--- src/rtl/wavelet_sample_loader.sv ---
// ---------------------------------------------------------------------------
// wavelet_sample_loader
//
// Front-end producer for the wavelet FIR bank. Each accepted signed sample is
// shifted into a NUM_ELEM-deep window that drives the `taps` bus of every fir
// instance. o_start_calc pulses whenever a fresh window is ready. The first
// pulse comes once the window has been primed. After that, one pulse is
// issued per DECIMATE accepts.
//
// Build option:
//   WAVELET_SYNC_INPUT_EN  - when defined, i_data_valid is an asynchronous pin.
//                            It is passed through a 2-flop synchronizer and a
//                            rising-edge detect, so one accept is produced per
//                            strobe. When undefined, every cycle in which
//                            i_data_valid is high is one accept.
//
// Ports:
//   clk           clock
//   rst           synchronous, active-high reset
//   i_data        signed sample (two's complement), stored as-is
//   i_data_valid  sample strobe
//   i_flush       clears the window and returns to priming; wins over accept
//   o_taps        sample window, element i at [BITS_PER_ELEM*i +: BITS_PER_ELEM],
//                 element 0 newest
//   o_start_calc  one-cycle pulse, aligned with the o_taps update
//   o_primed      high once NUM_ELEM samples were accepted since reset/flush
//
// Legal parameter ranges: NUM_ELEM >= 2, 1 <= DECIMATE <= 255.
// ---------------------------------------------------------------------------
module wavelet_sample_loader #(
    parameter int BITS_PER_ELEM = 8,
    parameter int NUM_ELEM      = 7,
    parameter int DECIMATE      = 1
) (
    input  logic                              clk,
    input  logic                              rst,
    input  logic [BITS_PER_ELEM-1:0]          i_data,
    input  logic                              i_data_valid,
    input  logic                              i_flush,
    output logic [NUM_ELEM*BITS_PER_ELEM-1:0] o_taps,
    output logic                              o_start_calc,
    output logic                              o_primed
);

    localparam int TAPS_W = NUM_ELEM * BITS_PER_ELEM;
    localparam int FILL_W = $clog2(NUM_ELEM) + 1;

    // Compare against the value before the increment, so the accept that
    // brings the count to NUM_ELEM (or DECIMATE) is the one that fires.
    localparam logic [FILL_W-1:0] FILL_LAST = FILL_W'(NUM_ELEM - 1);
    localparam logic [7:0]        DEC_LAST  = 8'(DECIMATE - 1);

    typedef enum logic {
        FILL,
        RUN
    } state_t;

    state_t            state;
    logic [FILL_W-1:0] fill_cnt;
    logic [7:0]        dec_cnt;
    logic              accept;

`ifdef WAVELET_SYNC_INPUT_EN
    logic valid_meta;
    logic valid_sync;
    logic valid_sync_d;

    always_ff @(posedge clk) begin
        if (rst) begin
            valid_meta   <= 1'b0;
            valid_sync   <= 1'b0;
            valid_sync_d <= 1'b0;
        end else begin
            valid_meta   <= i_data_valid;
            valid_sync   <= valid_meta;
            valid_sync_d <= valid_sync;
        end
    end

    // The sender holds i_data stable long enough for the sample to be taken
    // directly at the accept edge, so i_data itself is not synchronized.
    assign accept = valid_sync & ~valid_sync_d;
`else
    assign accept = i_data_valid;
`endif

    always_ff @(posedge clk) begin
        if (rst) begin
            state        <= FILL;
            fill_cnt     <= '0;
            dec_cnt      <= '0;
            o_taps       <= '0;
            o_start_calc <= 1'b0;
            o_primed     <= 1'b0;
        end else begin
            o_start_calc <= 1'b0;
            if (i_flush) begin
                state    <= FILL;
                fill_cnt <= '0;
                dec_cnt  <= '0;
                o_taps   <= '0;
                o_primed <= 1'b0;
            end else if (accept) begin
                o_taps <= {o_taps[TAPS_W-BITS_PER_ELEM-1:0], i_data};
                case (state)
                    FILL: begin
                        fill_cnt <= fill_cnt + 1'b1;
                        if (fill_cnt == FILL_LAST) begin
                            state        <= RUN;
                            o_primed     <= 1'b1;
                            o_start_calc <= 1'b1;
                            dec_cnt      <= '0;
                        end
                    end
                    RUN: begin
                        if (dec_cnt == DEC_LAST) begin
                            o_start_calc <= 1'b1;
                            dec_cnt      <= '0;
                        end else begin
                            dec_cnt <= dec_cnt + 1'b1;
                        end
                    end
                    default: state <= FILL;
                endcase
            end
        end
    end

endmodule

--- config.mk ---
export PLATFORM = sky130hd
export DESIGN_NAME = wavelet_sample_loader
export DESIGN_NICKNAME = d
export VERILOG_FILES = /design/src/rtl/wavelet_sample_loader.sv
export SDC_FILE = /design/constraint.sdc
export NUM_CORES = 1
export LEC_CHECK = 0
export BUFFER_PORTS_ARGS = -buffer_cell sky130_fd_sc_hd__buf_2
export CORE_AREA = 3 3 82 84
export DETAILED_ROUTE_END_ITERATION = 8
export DIE_AREA = 0 0 85 87
export PLACE_DENSITY = 0.76
export SYNTH_ARGS = -nofsm -noshare
export SYNTH_HDL_FRONTEND = slang
export SYNTH_SLANG_ARGS = --single-unit
--- constraint.sdc ---
create_clock -name clk -period 2.3 [get_ports clk]
set_clock_uncertainty 0.2 [all_clocks]
set_input_delay 0.23 -clock clk [delete_from_list [all_inputs] [get_ports clk]]
set_output_delay 0.23 -clock clk [all_outputs]
set_load 0.1 [all_outputs]
==> flow_summary.rst, run 1 <==
.. list-table::
   :header-rows: 1

   * - Metric
     - Value
   * - Diodes inserted
     - 0
   * - Ys flop type
     - dfxtp_1
   * - Slew @ Worst Pin
     - around 0.5 ns
   * - Number of top-level pins
     - 70
   * - Area Overhead vs Synth
     - 24.98%
   * - Post-placement cell area
     - about 3100 µm²
   * - Register share of total power
     - 0.515
   * - Fin nets
     - between 300 and 400
   * - Result of the run
     - completed
   * - DP Wirelength
     - 3.810 mm
   * - Largest fanout on the critical path
     - 6
   * - Placed cell count
     - between 300 and 400
   * - CTS root buffer
     - clkbuf_8
   * - Via density
     - about 4.8
   * - Number of antenna violations at the first check in global routing
     - 0
   * - Max-slew headroom
     - 0.6630
   * - Effective utilization at floorplan
     - 0.4524
   * - Pre-Repair DR Iteration Count
     - 7
   * - Final design area excluding fillers
     - roughly 3400 µm²
   * - Slew Viols, Final
     - 0
   * - Proportion of register bits with asynchronous set or reset after synthesis
     - 0
   * - P_int
     - 0.001852 W
   * - Number of synthesized flops with an enable pin
     - 0
   * - Final clock period utilization by the worst path
     - 0.7576
   * - Routability-driven placement congestion ratio
     - about 0.85
   * - Multi-input gate area
     - approximately 1200 µm²
   * - Share of the synthesized area in the top cell type
     - 0.5245
   * - Critical Path Source Type
     - flip-flop
   * - Number of violations reported at the end of detailed-routing iteration 0
     - 85
   * - Switching share of total power
     - 0.2319
   * - Storage element area
     - roughly 1400 µm²
   * - Congestion Overflow GR
     - 0
   * - DRC
     - 0
   * - Data arrival time of the critical path
     - between 1.5 and 2 ns
   * - CP required
     - ~2.3 ns
   * - RSZ-0062 raised after global routing
     - no
   * - Sequential cell area fraction in the yosys report
     - 0.5245
   * - Count of warnings emitted by yosys
     - 0
   * - Synthesized Nets
     - 280
   * - Most frequently used cell type in the post-synthesis netlist
     - dfxtp_1
   * - Post-CTS Resized
     - 0
   * - Lkg Pwr
     - ~1.6 nW
   * - # clock sinks
     - a little over 70
   * - Site row count
     - 28
   * - Clock buffer count from CTS
     - 9
   * - Buffers from clock root to sink, at most
     - 2
   * - Routed len/inst
     - ~13 µm
   * - Startpoint of the most critical register-to-register path
     - dec_cnt[0]
   * - Power per cell area
     - approximately 710 nW/µm²
   * - Die Ht
     - between 80 and 90 µm
   * - Overall via count from detail_route
     - around 2000
   * - Kind of critical path
     - reg -> reg
   * - Total routing resource utilization after global routing
     - 0.1594
   * - Vias in the first global route
     - roughly 2000
   * - Critical Path Slowest Stage Cell
     - dfxtp_1
   * - End-of-flow core utilization
     - 0.5654
   * - Leading cell types by total area after synthesis
     - dfxtp_1, mux2i_1, nor2_1
   * - #FFs+latches synth
     - slightly above 70
   * - Final hold violation count
     - 0
   * - Setup Viol. Count Final
     - 0
   * - Maximum number of pins on one net before global-route repair
     - 32
   * - Post-synthesis instance area
     - between 2000 and 3000 µm²
   * - Min-delay src
     - i_flush
   * - Width of the die
     - between 80 and 90 µm
   * - Cell type contributing the most total cell area after synthesis
     - dfxtp_1
   * - Antenna violation net count after detailed routing
     - 0
   * - Die area
     - ~7400 µm²
   * - Setup crit start
     - dec_cnt[0]
   * - Max-Cap Viols
     - 0
   * - Sort of element at the end of the critical path
     - flip-flop
   * - Aggregate negative setup slack
     - 0 ns
   * - Class of the tightest hold or removal check
     - in -> reg
   * - Maximum level of the CTS H-tree
     - 3
   * - Post-Synthesis Mean Instance Area
     - ~10 µm²
   * - Most used standard cells in the synthesized netlist
     - dfxtp_1, nor2_1, mux2i_1
   * - Number of fill cells
     - ~550
   * - First-pass GRT wire length
     - between 9 and 10 mm
   * - Clock insertion delay at the later pin of the skew report
     - about 0.34 ns
   * - Critical path, cell by cell
     - inv_1 > ha_1 > nor4b_1 > a21oi_1 > o21ai_4 > nor2_1
   * - Cell count after synthesis
     - about 260
   * - Power consumption
     - between 0.002 and 0.0025 W
   * - Maximum clock frequency
     - between 500 and 600 MHz
   * - Combinational cell fraction of total power
     - 0.065
   * - Clock slew at reported path FFs
     - ~0.080 ns
   * - Port Buf Inserts
     - slightly below 70
   * - Fraction of final layout cells with drive strength greater than 1
     - 0.2717
   * - Worst supply voltage drop on vdd
     - ~0.49 mV
   * - Net switching power
     - ~0.00056 W
   * - Max incr delay on CP
     - approximately 0.35 ns
   * - Distinct cell type count after synthesis
     - 28
   * - Clk network pwr share
     - 0.419
   * - Clock tree from TritonCTS
     - built
   * - Area of the core
     - 5991 µm²
   * - Time the final worst path needs with I/O delays and setup
     - 1.743 ns
   * - Final non-filler cell total
     - approximately 420
   * - Wirelength, routed
     - approximately 5.5 mm
[power by group through the flow]
| stage | clock [W] | sequential [W] | combinational [W] |
|---|---|---|---|
| floorplan | 0 | 0.00131 | 0.0000801 |
| global placement | 0 | 0.00127 | 0.000148 |
| detailed placement | 0 | 0.00127 | 0.000149 |
| CTS | 0.00104 | 0.00124 | 0.000159 |
| global route | 0.00109 | 0.00124 | 0.000169 |
| finish | 0.00101 | 0.00124 | 0.000158 |
[worst max-delay path: cells and delay by family, from the launching register on]
family,cells,cell delay [ns]
AO/OA/AOI/OAI,2,0.42
AND/OR/NAND/NOR,2,0.41
flip-flops,1,0.35
adder cells (fa/ha/maj),1,0.15
buffers and inverters,1,0.10
[cells by family after synthesis]
kind of cell	after synthesis	share of synthesized area
AOI/OAI and AO/OA	13	0.03740
adders and majority gates	4	0.01847
DFF	71	0.5245
buffers and inverters	20	0.03786
xor gates and xnor gates	9	0.02909
and+or+nand+nor	91	0.1459
muxes	56	0.2068
[repair_timing]
action,CTS,global route
buffers inserted,0,0
endpoints found under the hold margin,8,0
hold buffers,8,0
[stage by stage]
stage	setup slack (ns)	hold slack [ns]
CTS	0.5523	0.02363
global route	0.3563	0.06391
detailed placement	0.5666	0.2743
floorplan	0.7190	0.1772
global placement	0.6631	0.2620
finish	0.5574	0.04555
[worst paths after layout]
path,end,slack [ns],cells past startpoint
worst max-delay path,dec_cnt[4],0.56,6
worst max register to register,dec_cnt[4],0.56,6
worst min register to register,o_primed,0.29,2
worst min-delay path,dec_cnt[2],0.05,4
[cell type report]
type / count / share of cell area
well taps: 75 / 0.02771
multi-input cells: 173 / 0.3502
inverters: 5 / 0.005541
clock buffers: 12 / 0.04581
repair buffers: 81 / 0.1352
clock inverters: 4 / 0.01588
flip-flops and latches: 71 / 0.4197
[routing by layer]
metal | GRT usage | vias up | wire [µm]
met3 | 0.07379 | 6 | 374
met4 | 0.05612 | 0 | 58
met5 | 0 | - | 0
met2 | 0.2556 | 46 | 2655
li1 | - | 1040 | -
met1 | 0.1879 | 933 | 2393
[layout by cell type, fill, tap and decap left out, types with 6 or more instances in the layout]
cell           Yosys  routed
dfxtp_1           71      71
a21oi_1            7       7
xnor2_1            7       7
nand3_1            6       6
dlygate4sd3_1      0       8
clkbuf_8           0      11
buf_2              4      68
nor2_1            70      70
mux2i_1           56      56
[state kept, by name, indices dropped and copies added (netlist names)]
name,cells
o_start_calc,1
dec_cnt,8
o_taps,56
state,1
o_primed,1
fill_cnt,4
Note: power is estimated with default switching activity, not from simulation.
==> inputs of run 2 (changes only) <==
==> constraint.sdc (replaced) <==
create_clock -name clk -period 1.8 [get_ports clk]
set_clock_uncertainty 0.2 [all_clocks]
set_input_delay 0.18 -clock clk [delete_from_list [all_inputs] [get_ports clk]]
set_output_delay 0.18 -clock clk [all_outputs]
set_load 0.1 [all_outputs]
==> run 2 against run 1 <==
  * Via count is 1.4% higher
  * Critical path type unchanged
  * Count of clock-buffer cells in the layout stayed put
  * Register-to-register slack got worse by 0.42 ns
  * Sequential share of layout area rose by 0.63 points
  * Sequential cell count did not move
  * Clock power barely moved
  * Global-route usage fell by 0.21 points
  * Largest power group unchanged
  * Worst setup slack worse by 0.42 ns
  * Highest routed layer unchanged
  * Hold slack got worse by 0.026 ns
==> flow_summary.rst, run 2 (synthesis results as in run 1) <==
.. list-table::
   :header-rows: 1

   * - Metric
     - Value
   * - Clock slew at reported path FFs
     - ~0.070 ns
   * - RSZ-0062 raised after global routing
     - no
   * - Via density
     - around 4.9
   * - Placed cell count
     - ~400
   * - Time the final worst path needs with I/O delays and setup
     - between 1.5 and 2 ns
   * - Largest regs
     - o_taps (56), dec_cnt (8), fill_cnt (4)
   * - Lkg Pwr
     - between 1.5 and 2 nW
   * - Fraction of final layout cells with drive strength greater than 1
     - 0.2667
   * - Diodes inserted
     - 0
   * - Final clock period utilization by the worst path
     - 0.9243
   * - Min-delay src
     - i_flush
   * - Slew Viols, Final
     - 0
   * - Worst Hold Path Cells
     - 4
   * - Top register by number of flip-flops
     - o_taps
   * - Data arrival time of the critical path
     - between 1.5 and 2 ns
   * - Power per cell area
     - ~840 nW/µm²
   * - Site row count
     - 28
   * - Flip-flop count of the largest register, all copies and words added
     - 56
   * - Critical Path Source Type
     - flip-flop
   * - Largest fanout on the critical path
     - 7
   * - Setup Viol. Count Final
     - 0
   * - Buffers from clock root to sink, at most
     - 2
   * - Maximum number of pins on one net before global-route repair
     - 32
   * - Number of violations reported at the end of detailed-routing iteration 0
     - 140
   * - Clock buffer count from CTS
     - 9
   * - CP required
     - about 1.8 ns
   * - Routability-driven placement congestion ratio
     - 0.8051
   * - Max-slew headroom
     - 0.6626
   * - Post-placement worst setup slack
     - between 0.1 and 0.15 ns
   * - # clock sinks
     - between 70 and 80
   * - Width of the die
     - about 85 µm
   * - Maximum clock frequency
     - roughly 600 MHz
   * - DP Wirelength
     - roughly 3.9 mm
   * - Area Overhead vs Synth
     - 23.13%
   * - Final non-filler cell total
     - between 400 and 500
   * - Sort of element at the end of the critical path
     - flip-flop
   * - Aggregate negative setup slack
     - 0 ns
   * - Maximum level of the CTS H-tree
     - 3
   * - Minimum setup slack among reg-to-reg paths
     - between 0.1 and 0.15 ns
   * - Max-Cap Viols
     - 0
   * - Endpoint of the worst-slack reg-to-reg timing path
     - dec_cnt[3]
   * - First-pass GRT wire length
     - 9.252 mm
   * - Number of fill cells
     - about 540
   * - Reg2Reg Depth
     - 5
   * - Worst supply voltage drop on vdd
     - around 0.57 mV
   * - Class of the tightest hold or removal check
     - in -> reg
   * - Fin nets
     - 358
   * - Setup ws final
     - around 0.14 ns
   * - Kind of critical path
     - reg -> reg
   * - Antenna violation net count after detailed routing
     - 0
   * - Result of the run
     - completed
   * - Total routing resource utilization after global routing
     - 0.1573
   * - Routed len/inst
     - roughly 13 µm
   * - CTS root buffer
     - clkbuf_8
   * - Leading cell types in the layout, fill and taps excluded
     - dfxtp_1, nor2_1, buf_2
   * - Effective utilization at floorplan
     - 0.4524
   * - Pre-Repair DR Iteration Count
     - 4
   * - Wirelength, routed
     - about 5.6 mm
   * - Hold Path End
     - dec_cnt[7]
   * - Startpoint of the most critical register-to-register path
     - fill_cnt[1]
   * - Setup crit start
     - fill_cnt[1]
   * - Die Ht
     - 87 µm
   * - Overall via count from detail_route
     - approximately 2100
   * - Port Buf Inserts
     - 69
   * - Vias in the first global route
     - slightly above 2000
   * - Number of antenna violations at the first check in global routing
     - 0
   * - Area of the core
     - roughly 6000 µm²
   * - Slew @ Worst Pin
     - 0.5060 ns
   * - Congestion Overflow GR
     - 0
   * - Number of top-level pins
     - 70
   * - Final hold violation count
     - 0
   * - Clock tree from TritonCTS
     - built
   * - DRC
     - 0
   * - Clock insertion delay at the later pin of the skew report
     - between 0.3 and 0.4 ns
   * - Leading cell type in the layout, fill and taps excluded
     - dfxtp_1
   * - Die area
     - 7395 µm²
## run 2: cell types whose count changed in the layout (fill, tap and decap cells not counted)
cell        before  now
clkbuf_8        11    9
nor4b_1          1    0
buf_4            5    6
clkinv_2         0    2
clkbuf_1         1    3
clkinv_4         1    0
bufinv_16        1    0
clkinvlp_4       2    0
nor4b_2          0    1
## run 2: how the worst max path moves through the flow
stage	cells after the start	end	slack [ns]
floorplan	7	dec_cnt[0]	0.22
global placement	6	dec_cnt[0]	0.15
detailed placement	6	dec_cnt[3]	0.10
CTS	6	dec_cnt[3]	0.09
global route	5	dec_cnt[0]	0.06
finish	5	dec_cnt[3]	0.14
## run 2: layer usage
layer  track usage  part of all wire  vias to the layer above
met5             0                 0                        -
met4       0.06475             0.015                        0
met3       0.06623             0.069                        8
met2        0.2606              0.49                       48
met1        0.1790              0.43                      965
li1              -                 -                     1033
## run 2: power breakdown
group | internal [W] | switching, W
sequential | 0.00158 | 0.00000817
combinational | 0.0000701 | 0.000135
clock | 0.000482 | 0.000527
## run 2: stage by stage
| step | total power, W | hold slack [ns] | cell area, µm² | utilization |
|---|---|---|---|---|
| after global routing | 0.002915 | 0.03461 | 3337 | 0.5570 |
| after detailed placement | 0.001817 | 0.2261 | 3105 | 0.5184 |
| final | 0.002803 | 0.01923 | 3337 | 0.5570 |
| after CTS | 0.002840 | 0.01075 | 3331 | 0.5560 |
| after global placement | 0.001814 | 0.2111 | 3105 | 0.5184 |
| after floorplan | 0.001781 | 0.1272 | 2710 | - |
## run 2: layout make-up
type	count	area [µm²]	area share
clock buffer	12	135.1	0.04050
clock inverter	2	10.01	0.003000
inverter	5	18.77	0.005624
multi-input combinational	173	1192	0.3573
sequential	71	1421	0.4259
tap	75	93.84	0.02812
timing repair buffer	82	465.4	0.1395
## run 2: critical path, stage by stage, from the launching register on
cell,delay [ns]
dfxtp_1,0.39
ha_1,0.23
nand4b_4,0.17
and2_4,0.24
o21ai_4,0.23
nor2_1,0.08
## run 2: repair_timing
action	4_1_cts	5_1_grt
hold buffers	8	0
endpoints found under the setup margin	0	6
hold endpoints to repair	8	0
gates resized for setup	0	1
buffers inserted	0	0
==> inputs of run 3 (changes only) <==
--- a/config.mk
+++ b/config.mk
@@ -9,7 +9,7 @@
 export CORE_AREA = 3 3 82 84
 export DETAILED_ROUTE_END_ITERATION = 8
 export DIE_AREA = 0 0 85 87
-export PLACE_DENSITY = 0.76
+export PLACE_DENSITY_LB_ADDON = 0.2
 export SYNTH_ARGS = -nofsm -noshare
 export SYNTH_HDL_FRONTEND = slang
 export SYNTH_SLANG_ARGS = --single-unit
==> run 3 against run 2 <==
  * Non-clock buffer count grew 2
  * Utilization grew 1.6 points
  * Cell count grew 0.95%
  * Worst setup slack gained 0.0071 ns
  * Die area is the same
  * Sequential power is essentially flat
  * Global-route usage grew 0.56 points
  * Critical path depth is the same
  * Final area grew 2.8%
  * Sequential share of layout area shrank 1.2 points
==> flow_summary.rst, run 3 (synthesis results as in run 1) <==
.. list-table::
   :header-rows: 1

   * - Metric
     - Value
   * - Result of the run
     - completed
   * - RSZ-0062 raised after global routing
     - no
   * - Critical Path Slowest Stage Cell
     - dlygate4sd3_1
   * - Clock tree from TritonCTS
     - built
   * - Max incr delay on CP
     - between 0.5 and 0.6 ns
   * - Clk network pwr share
     - 0.416
   * - Largest regs
     - o_taps (56), dec_cnt (8), fill_cnt (4)
   * - Maximum number of pins on one net before global-route repair
     - 29
   * - Number of violations reported at the end of detailed-routing iteration 0
     - 69
   * - Site row count
     - 28
   * - Effective utilization at floorplan
     - 0.4524
   * - Top register by number of flip-flops
     - o_taps
   * - Congestion Overflow GR
     - 0
   * - Final design area excluding fillers
     - 3431 µm²
   * - Leading cell type in the layout, fill and taps excluded
     - dfxtp_1
   * - Largest fanout on the critical path
     - 28
   * - Slew @ Worst Pin
     - 0.5036 ns
   * - Worst supply voltage drop on vdd
     - between 0.6 and 0.7 mV
   * - Total routing resource utilization after global routing
     - 0.1628
   * - # clock sinks
     - 71
   * - Max-Cap Viols
     - 0
   * - CP required
     - approximately 1.9 ns
   * - First-pass GRT wire length
     - between 9 and 10 mm
   * - Vias in the first global route
     - around 2100
   * - Maximum level of the CTS H-tree
     - 3
   * - Switching share of total power
     - 0.2415
   * - Net switching power
     - 0.0007435 W
   * - Area Overhead vs Synth
     - 26.59%
   * - Via density
     - around 5
   * - Critical Path Source Type
     - input port
   * - Clock insertion delay at the later pin of the skew report
     - ~0.34 ns
   * - Wirelength, routed
     - 5.516 mm
   * - Final hold violation count
     - 0
   * - Number of top-level pins
     - 70
   * - Time the final worst path needs with I/O delays and setup
     - 1.657 ns
   * - Max-slew headroom
     - 0.6666
   * - Lkg Pwr
     - ~1.6 nW
   * - Maximum clock frequency
     - 603.6 MHz
   * - Slew Viols, Final
     - 0
   * - Pre-Repair DR Iteration Count
     - 4
   * - Fin nets
     - 360
   * - Port Buf Inserts
     - 69
   * - P_int
     - 0.002336 W
   * - DRC
     - 0
   * - Width of the die
     - around 85 µm
   * - Area of the core
     - approximately 6000 µm²
   * - Register share of total power
     - 0.516
   * - CTS root buffer
     - clkbuf_8
   * - Post-placement cell area
     - 3118 µm²
   * - DP Wirelength
     - 3.730 mm
   * - Routed len/inst
     - approximately 13 µm
   * - Class of the tightest hold or removal check
     - in -> reg
   * - Die area
     - ~7400 µm²
   * - Sort of element at the end of the critical path
     - flip-flop
   * - Final clock period utilization by the worst path
     - 0.9203
   * - Routability-driven placement congestion ratio
     - about 0.86
   * - Clock slew at reported path FFs
     - 0.08 ns
   * - Critical path, cell by cell
     - dlygate4sd3_1 > buf_2 > or2_2 > buf_4 > nor2_1
   * - Die Ht
     - slightly below 90 µm
   * - Data arrival time of the critical path
     - around 1.7 ns
   * - Number of antenna violations at the first check in global routing
     - 0
   * - Antenna violation net count after detailed routing
     - 0
   * - Leading cell types in the layout, fill and taps excluded
     - dfxtp_1, nor2_1, buf_2
   * - Overall via count from detail_route
     - 2060
   * - Buffers from clock root to sink, at most
     - 2
   * - Clock buffer count from CTS
     - 9
   * - Setup Viol. Count Final
     - 0
   * - Kind of critical path
     - in -> reg
   * - Fraction of final layout cells with drive strength greater than 1
     - 0.2779
   * - Diodes inserted
     - 0
   * - Flip-flop count of the largest register, all copies and words added
     - 56
   * - Combinational cell fraction of total power
     - 0.069
   * - Aggregate negative setup slack
     - 0 ns
   * - Power per cell area
     - approximately 900 nW/µm²
run 3: cell types whose count changed in the layout (fill, tap and decap cells not counted), sizes merged:
| cell | previous run | this run |
|---|---|---|
| clkinvlp | 0 | 4 |
| clkbuf | 12 | 10 |
| clkinv | 2 | 0 |
| dlygate4sd3 | 8 | 10 |
| bufinv | 0 | 1 |
| inv | 5 | 6 |
run 3: stage by stage:
step | total power [W] | utilization | hold WS, ns | worst slack (ns) | instances
detailed placement | 0.001820 | 0.5205 | 0.2207 | 0.07183 | 398
global route | 0.003202 | 0.5727 | 0.08060 | 0.03426 | 424
CTS | 0.003127 | 0.5716 | 0.07381 | 0.05881 | 424
floorplan | 0.001781 | - | 0.1272 | 0.2190 | 264
finish | 0.003079 | 0.5727 | 0.09382 | 0.1434 | 424
global placement | 0.001820 | 0.5205 | 0.2120 | 0.1592 | 398
run 3: worst paths after layout:
path,startpoint,end,slack (ns),cells after the start
worst min register to register,o_primed,o_primed,0.27,2
worst max register to register,dec_cnt[0],dec_cnt[5],0.16,6
worst min-delay path,i_data_valid,o_taps[10],0.09,3
worst max-delay path,rst,o_taps[6],0.14,5
run 3: metal layers:
metal	GRT usage	share of wire
met4	0.05612	0.0091
met1	0.1753	0.43
met2	0.2825	0.49
met3	0.07474	0.067
met5	0	0
run 3: area by class of cell:
type	instances	area, µm²
clock buffer	10	137.6
tap	75	93.84
clock inverter	6	68.82
sequential	71	1421
timing repair buffer	84	498.0
inverter	5	18.77
multi-input combinational	173	1192
fill	537	2560
run 3: timing repair:
| item | CTS | global route |
|---|---|---|
| resized for setup | 0 | 1 |
| hold buffers | 10 | 0 |
| endpoints found under the setup margin | 0 | 6 |
| endpoints found under the hold margin | 14 | 0 |
| setup buffers | 0 | 0 |
run 3: worst max-delay path: cells and delay by family:
kind	cells	cell delay, ns
buffers and inverters	3	0.95
and+or+nand+nor	2	0.59
run 3: power groups by stage:
stage                     Sequential [W]  Combinational, W  Clock [W]
after floorplan                  0.00168          0.000102          0
after global placement           0.00162          0.000196          0
after detailed placement         0.00162          0.000196          0
after CTS                        0.00159          0.000213    0.00133
after global routing             0.00159          0.000228    0.00138
final                            0.00159          0.000211    0.00128
